$ cat src/rtl/data_cache.sv
// Direct-mapped, write-back, write-allocate L1 data cache.
// Serves single-cycle word hits and moves 128-bit blocks to and from data_memory on a miss.
module data_cache #(
  parameter int NUM_SETS = 8,
  parameter int TAG_W    = 28 - $clog2(NUM_SETS)
) (
  input  logic         CLOCK,
  input  logic         RESET,
  input  logic         CPU_READ,
  input  logic         CPU_WRITE,
  input  logic [31:0]  CPU_ADDRESS,
  input  logic [3:0]   CPU_BYTE_EN,
  input  logic [31:0]  CPU_WRITE_DATA,
  output logic [31:0]  CPU_READ_DATA,
  output logic         CPU_BUSYWAIT,
  output logic         MEM_READ,
  output logic         MEM_WRITE,
  output logic [27:0]  MEM_ADDRESS,
  output logic [127:0] MEM_WRITE_DATA,
  input  logic [127:0] MEM_READ_DATA,
  input  logic         MEM_BUSYWAIT
);

  localparam int IW = $clog2(NUM_SETS);

  typedef enum logic [1:0] {
    ST_IDLE,
    ST_WRITE_BACK,
    ST_ALLOCATE,
    ST_UPDATE
  } state_t;

  state_t r_state, w_next_state;

  logic [NUM_SETS-1:0] r_valid;
  logic [NUM_SETS-1:0] r_dirty;
  logic [TAG_W-1:0]    r_tag  [NUM_SETS];
  logic [127:0]        r_data [NUM_SETS];

  logic [IW-1:0]    w_index;
  logic [TAG_W-1:0] w_tag;
  logic [1:0]       w_offset;
  logic             w_req;
  logic             w_hit;
  logic             w_write_hit;
  logic [31:0]      w_word;
  logic [31:0]      w_merged;
  logic             w_unused;

  assign w_index  = CPU_ADDRESS[4+IW-1:4];
  assign w_tag    = CPU_ADDRESS[31:4+IW];
  assign w_offset = CPU_ADDRESS[3:2];
  assign w_unused = &{1'b0, CPU_ADDRESS[1:0]};

  assign w_req       = CPU_READ | CPU_WRITE;
  assign w_hit       = r_valid[w_index] & (r_tag[w_index] == w_tag);
  assign w_write_hit = (r_state == ST_IDLE) & CPU_WRITE & w_hit;
  assign w_word      = r_data[w_index][32*w_offset +: 32];

  always_comb begin
    w_merged = w_word;
    for (int unsigned b = 0; b < 4; b++) begin
      if (CPU_BYTE_EN[b]) w_merged[8*b +: 8] = CPU_WRITE_DATA[8*b +: 8];
    end
  end

  always_ff @(posedge CLOCK or negedge RESET) begin
    if (!RESET) begin
      r_state <= ST_IDLE;
      r_valid <= '0;
      r_dirty <= '0;
    end else begin
      r_state <= w_next_state;
      if (r_state == ST_UPDATE) begin
        r_valid[w_index] <= 1'b1;
        r_dirty[w_index] <= 1'b0;
      end else if (w_write_hit) begin
        r_dirty[w_index] <= 1'b1;
      end
    end
  end

  // Tag and data arrays carry no reset; valid bits alone decide whether contents are used.
  always_ff @(posedge CLOCK) begin
    if (r_state == ST_UPDATE) begin
      r_tag[w_index]  <= w_tag;
      r_data[w_index] <= MEM_READ_DATA;
    end else if (w_write_hit) begin
      r_data[w_index][32*w_offset +: 32] <= w_merged;
    end
  end

  always_comb begin
    w_next_state   = r_state;
    CPU_BUSYWAIT   = 1'b1;
    CPU_READ_DATA  = '0;
    MEM_READ       = 1'b0;
    MEM_WRITE      = 1'b0;
    MEM_ADDRESS    = '0;
    MEM_WRITE_DATA = '0;
    case (r_state)
      ST_IDLE: begin
        CPU_BUSYWAIT = w_req & ~w_hit;
        if (CPU_READ && w_hit) CPU_READ_DATA = w_word;
        if (w_req && !w_hit)
          w_next_state = (r_valid[w_index] & r_dirty[w_index]) ? ST_WRITE_BACK : ST_ALLOCATE;
      end
      ST_WRITE_BACK: begin
        MEM_WRITE      = 1'b1;
        MEM_ADDRESS    = {r_tag[w_index], w_index};
        MEM_WRITE_DATA = r_data[w_index];
        if (!MEM_BUSYWAIT) w_next_state = ST_ALLOCATE;
      end
      ST_ALLOCATE: begin
        MEM_READ    = 1'b1;
        MEM_ADDRESS = CPU_ADDRESS[31:4];
        if (!MEM_BUSYWAIT) w_next_state = ST_UPDATE;
      end
      ST_UPDATE: begin
        MEM_ADDRESS  = CPU_ADDRESS[31:4];
        w_next_state = ST_IDLE;
      end
      default: w_next_state = ST_IDLE;
    endcase
  end

endmodule

$ cat config.mk
export PLATFORM = sky130hd
export DESIGN_NAME = data_cache
export DESIGN_NICKNAME = d
export VERILOG_FILES = /design/src/rtl/data_cache.sv
export SDC_FILE = /design/constraint.sdc
export NUM_CORES = 1
export LEC_CHECK = 0
export BUFFER_PORTS_ARGS = -buffer_cell sky130_fd_sc_hd__buf_2
export CAP_MARGIN = 0
export CELL_PAD_IN_SITES_DETAIL_PLACEMENT = 1
export CELL_PAD_IN_SITES_GLOBAL_PLACEMENT = 2
export CORE_ASPECT_RATIO = 1.25
export CORE_MARGIN = 3
export CORE_UTILIZATION = 40
export CTS_CLUSTER_SIZE = 8
export DETAILED_ROUTE_END_ITERATION = 12
export PLACE_DENSITY = 0.79
export SYNTH_ARGS = -nofsm -noshare
export SYNTH_HDL_FRONTEND = slang
export SYNTH_SLANG_ARGS = --single-unit
$ cat constraint.sdc
create_clock -name CLOCK -period 4.8 [get_ports CLOCK]
set_input_delay 0.72 -clock CLOCK [delete_from_list [all_inputs] [get_ports CLOCK]]
set_output_delay 0.72 -clock CLOCK [all_outputs]
set_load 0.03 [all_outputs]
## After elaboration in Yosys (flattened, before gate mapping)

Memories as Yosys holds them, arrays and structs flattened.
Index checks and enable logic that the tools add are counted.

- Memory bits (read-only): 0
- Output and inout port bits: 191
- Register bits after elaboration: 18
- Latch bits: 0
- Memories kept: 2
- Bits in writable memories: 1224
- Word-level logic and storage cells: 322

Memories:

| name | words | bits a word | rd ports | clocked after Yosys merged registers in | write ports | line | text |
|---|---|---|---|---|---|---|---|
| r_data | 8 | 128 | 1 | 0 | 1 | 38 | `logic [127:0] r_data [NUM_SETS];` |
| r_tag | 8 | 25 | 1 | 0 | 1 | 37 | `logic [TAG_W-1:0] r_tag [NUM_SETS];` |

- Div/mod/pow operators: 0
- Equality and inequality tests: 7
- Reductions and logical operators: 8
- Bitwise gates (word level): 139
- Muxes and demuxes: 157
- $mul: 0
- Magnitude comparators: 2
- $add $sub $neg: 1
- Shift-type cells: 3

Operator list:

| operator | count |
|---|---|
| $mux 128 | 2 |
| $mux 1 | 138 |
| $or 1x1->1 | 129 |
| $shift 32x34->128 const A | 1 |
| $shiftx 128x8->32 | 1 |
| $shiftx 32x34->128 | 1 |
| $mux 32 | 2 |
| $pmux 28 s2 | 1 |
| $mux 8 | 6 |
| $neg 7->34 | 1 |
| $eq 25x25->1 | 1 |
| $or 8x8->8 | 2 |
| $and 8x8->8 | 1 |
| $mux 2 | 4 |
| $not 8->8 | 1 |
| $pmux 2 s4 | 1 |
| $bmux 1 s3 | 2 |
| $and 1x1->1 | 5 |
| $eq 2x2->1 const B | 2 |
| $lt 3x4->1 const B | 1 |
| $ne 2x2->1 const B | 2 |
| $demux 1 s3 | 1 |
| $ge 3x1->1 const B | 1 |
| $logic_and 1x1->1 | 3 |
| other kinds (8) | 8 |

## Logic depth before layout (Yosys ltp)

- Word-level depth: 8
- Depth in mapped cells: 16
- Gate-level depth less buffers: 9

## Worst setup path after synthesis

Ideal clock, no wire load.

- Path kind: in2reg
- From: input port CPU_ADDRESS[4]
- To: memory r_data[0][100] (enable)
- Cell stages on the path: 11
- Data required time: 4368 ps
- Setup slack: -551 ps
- Setup time: 432 ps
- Arrival time: 4919 ps
- Cell sequence: buf_2 > buf_2 > mux4_2 > mux2i_1 > xnor2_1 > a2111oi_2 > nand4_2 > nor4_4 > nand2_2 > clkbuf_1 > a21oi_1

- Longest elaborated chain between the ends: 8
- Elaborated cells between the ends (all ways): 10

Ends and longest elaborated chain:

| item | line | text |
|---|---|---|
| from (decl) | 11 | `input logic [31:0] CPU_ADDRESS,` |
| $mem_v2 8x25 or $bmux 1 s3 (tied branches) | - |  |
| $eq 25x25->1 or $mux 1 (tied branches) | 56 | `assign w_hit = r_valid[w_index] & (r_tag[w_index] == w_tag);` |
| $and 1x1->1 | 56 |  |
| $and 1x1->1 | 57 | `assign w_write_hit = (r_state == ST_IDLE) & CPU_WRITE & w_hit;` |
| $mux 1 | 88 | `end else if (w_write_hit) begin` |
| $mux 1 | 85 | `if (r_state == ST_UPDATE) begin` |
| $mux 128 (not written as such) | 89 | `r_data[w_index][32*w_offset +: 32] <= w_merged;` |
| $or 1x1->1 (no line) | - |  |
| to (decl) | 38 |  |

Parallel ways exist; a longest one is shown, timed or not. The select of a mux whose other input is x is not followed.

## Worst setup path in the final report

- From: input port CPU_ADDRESS[6]
- To: output port CPU_READ_DATA[31]

- Longest elaborated chain between the ends: 6
- Elaborated cells between the ends (all ways): 10

Ends and longest elaborated chain:

| item | line | text |
|---|---|---|
| parallel branches: the longest is 4 deep, another holds $mem_v2 8x128 | - |  |
| $mux 32 (*) | 104 | `if (CPU_READ && w_hit) CPU_READ_DATA = w_word;` |
| $mux 32 (*) | 101 | `case (r_state)` |
| to (decl) | 14 | `output logic [31:0] CPU_READ_DATA,` |

Every way passes the cells marked *. The select of a mux whose other input is x is not followed.

==> qor.csv <==
metric,value,unit
R2R cell count,11,
nets@finish,4210,
Setup TNS,-20.2,ps
first-pass GRT wire length,297,mm
Setup WS pre-CTS,-14.0,ps
Die X,330,um
routed len/inst,38.0,um
IO Count,392,
clock root buffer master,clkbuf_16,
DRT antenna net count,0,
Synth area leaders,"edfxtp_1, mux2_2, mux2i_1",
Reg-to-Reg Start,r_tag[1][6],
clk_skew,61.1,ps
top-count cell post-synth,edfxtp_1,
initial antenna violation count,24,
"Hold Violations, Final",0,
Worst Hold Class,primary input to flop,
CP max stage cell,a222oi_1,
Tightest Pin Transition,1150,ps
initial core utilization,40.5,%
setup violators final,1,
HPWL Detailed,145,mm
Peak VDD IR,0.416,mV
Async SR Flop Fraction,1.45,%
Die Y-Extent,410,um
Post-synth top cells,"edfxtp_1, nor2_1, mux2_2, mux2i_1, clkbuf_1",
Pleak,23.0,nW
Tot Pwr,28.6,mW
Post-synth EDFFs,1224,
GRT Util Overall,31.7,%
fmax,207,MHz
Worst Setup SP,CPU_ADDRESS[6],
row count,147,
via count,37200,
crit share post-route,100,%
failing checks,negative setup slack,
Yosys reg bits,1242,
Cell Pwr Density,442,mW/mm^2
Slew headroom,23.3,%
initial drt markers,5387,
Syn Area/Cell,16.0,um^2
end point of the critical path,CPU_READ_DATA[31],
status,finished with violations,
Arrival @ worst endpoint,4100,ps
area growth from synthesis to layout,23.6,%
CORE AREA,0.129,mm^2
Maximum Capacitance Violations,0,
FF-to-FF setup slack,900,ps
Synth cell types,73,
htree depth,4,
drt pass-1 iters,6,
reg-to-reg endpoint,r_data[3][94],
Crit path top cell by count,buf_4,
fin util,50.1,%
grt total ovfl,0,
cts bufs inserted,173,
layout cells sized above 1,33.2,%
area of the die,0.135,mm^2
Worst setup SP type,primary input,
min Tclk post-route,4820,ps
Setup crit end kind,output port,
Worst Hold Depth,1,
"Top FF cell, synth",edfxtp_1,
Setup WS post-layout,-20.2,ps
Clock Latency Late Sink,810,ps
worst-path fanout max,37,
Yosys top cell by area,edfxtp_1,
CTS tree,yes,
Slowest Stage Delay on Critical Path,760,ps
Crit Path Category,primary input to output port,
clk sinks,1242,
number of global-route vias before repair,37800,
Layout fillers,12500,
gp weighted congestion,0.922,
PortBufs,389,
pin count of the biggest net entering global routing,77,
Mapped Nets,3489,
worst path cell trace,buf_8 -> buf_4 -> inv_2 -> buf_4 -> buf_4 -> o21ai_0 -> o2111a_1 -> a222oi_1 -> o21ai_1 -> buf_4 -> nor2_1 -> buf_2,
"Slew Viols, Final",0,
WP data required,4080,ps
vias per cell,6.47,
Synth Cell Area,0.0523,mm^2
Syn. warnings,0,
WL final,219,mm
Syn Inst Count,3279,
clock-pin slew on the worst setup and hold paths,50,ps
Yosys top cell area share,70.2,%
clk buf depth,3,
DRC,0,
sequential share of the synthesized area,71.1,%
-- stage by stage --
stage	cell area [um^2]	hold WS, ps	instances
after global placement	59700	447	5531
after global routing	64700	234	5744
after detailed placement	59700	458	5531
final	64700	253	5758
after CTS	64500	204	5737
after floorplan	52400	424	3279
-- area by class of cell --
cell class,count,area (um^2),share of cell area (%)
repair buffers,778,6040,9.34
diodes,15,37.5,0.0580
clock inverters,13,256,0.396
inverters,28,113,0.174
multi-input cells,1777,14500,22.4
well taps,1713,2140,3.31
clock buffers,192,4440,6.87
flip-flops and latches,1242,37200,57.5
-- power breakdown --
part	internal, mW	switching (mW)
clock network	6.47	4.52
registers	12.5	0.147
logic	1.45	3.51
total	20.4	8.18
-- per-layer routing --
metal  vias up  track usage [%]  routed length (um)
met5         -                0                  47
met4         8             21.5               18400
met3       686             8.05               25800
met2      2989             48.9               98600
met1     19000             39.3               75900
li1      14600                -                   -
-- critical path: cells and delay by family --
kind            cells  cell delay (ps)
buf+inv             7             1770
compound gates      4             1450
simple gates        1               90
-- cell families after synthesis --
kind of cell | after synthesis | share of synthesized area (%)
flip-flops | 1242 | 71.1
AO/OA/AOI/OAI | 673 | 9.87
AND/OR/NAND/NOR | 628 | 5.80
multiplexers | 452 | 10.5
buffers and inverters | 260 | 2.27
XOR/XNOR | 15 | 0.251
adder cells (fa/ha/maj) | 9 | 0.215
-- state kept, by name (all words and copies together), names as in the netlist, named ones only --
name	count
r_tag	200
r_data	1024
r_valid	8
r_state	2
-- layout by cell type (no fill, tap or decap), types with 25 or more instances in the layout --
cell type and n:
a221o_1 66, mux2i_1 134, a22oi_1 114, mux4_2 43
and2_1 52, mux2_1 42, nand2b_1 25, nor2_1 211
buf_12 87, and3_1 28, buf_2 383, buf_4 299
o22ai_1 39, nand2_1 107, a222oi_1 32, a21oi_1 56
nor3_1 106, a221oi_1 116, a22o_1 35, mux2_2 205
clkbuf_16 177, o21ai_0 58, mux2_4 26, edfxtp_1 1224
-- what timing repair did --
item                       4_1_cts  5_1_grt
cloned                           0        2
resized for setup                9       18
hold endpoints to repair        18        0
setup buffers                    0        4
setup endpoints to repair        8       12
hold buffers                     1        0
pin swaps                        2        6
-- worst min-delay path by stage --
stage	startpoint	end	slack [ps]
global placement	r_valid[6]	r_valid[6]	450
detailed placement	r_valid[6]	r_valid[6]	460
finish	CPU_ADDRESS[9]	r_tag[4][2]	250
global route	CPU_ADDRESS[9]	r_tag[4][2]	230
CTS	CPU_ADDRESS[9]	r_tag[4][2]	200
floorplan	RESET	asynchronous set/reset pin	420
Note: power is estimated with default switching activity, not from simulation.
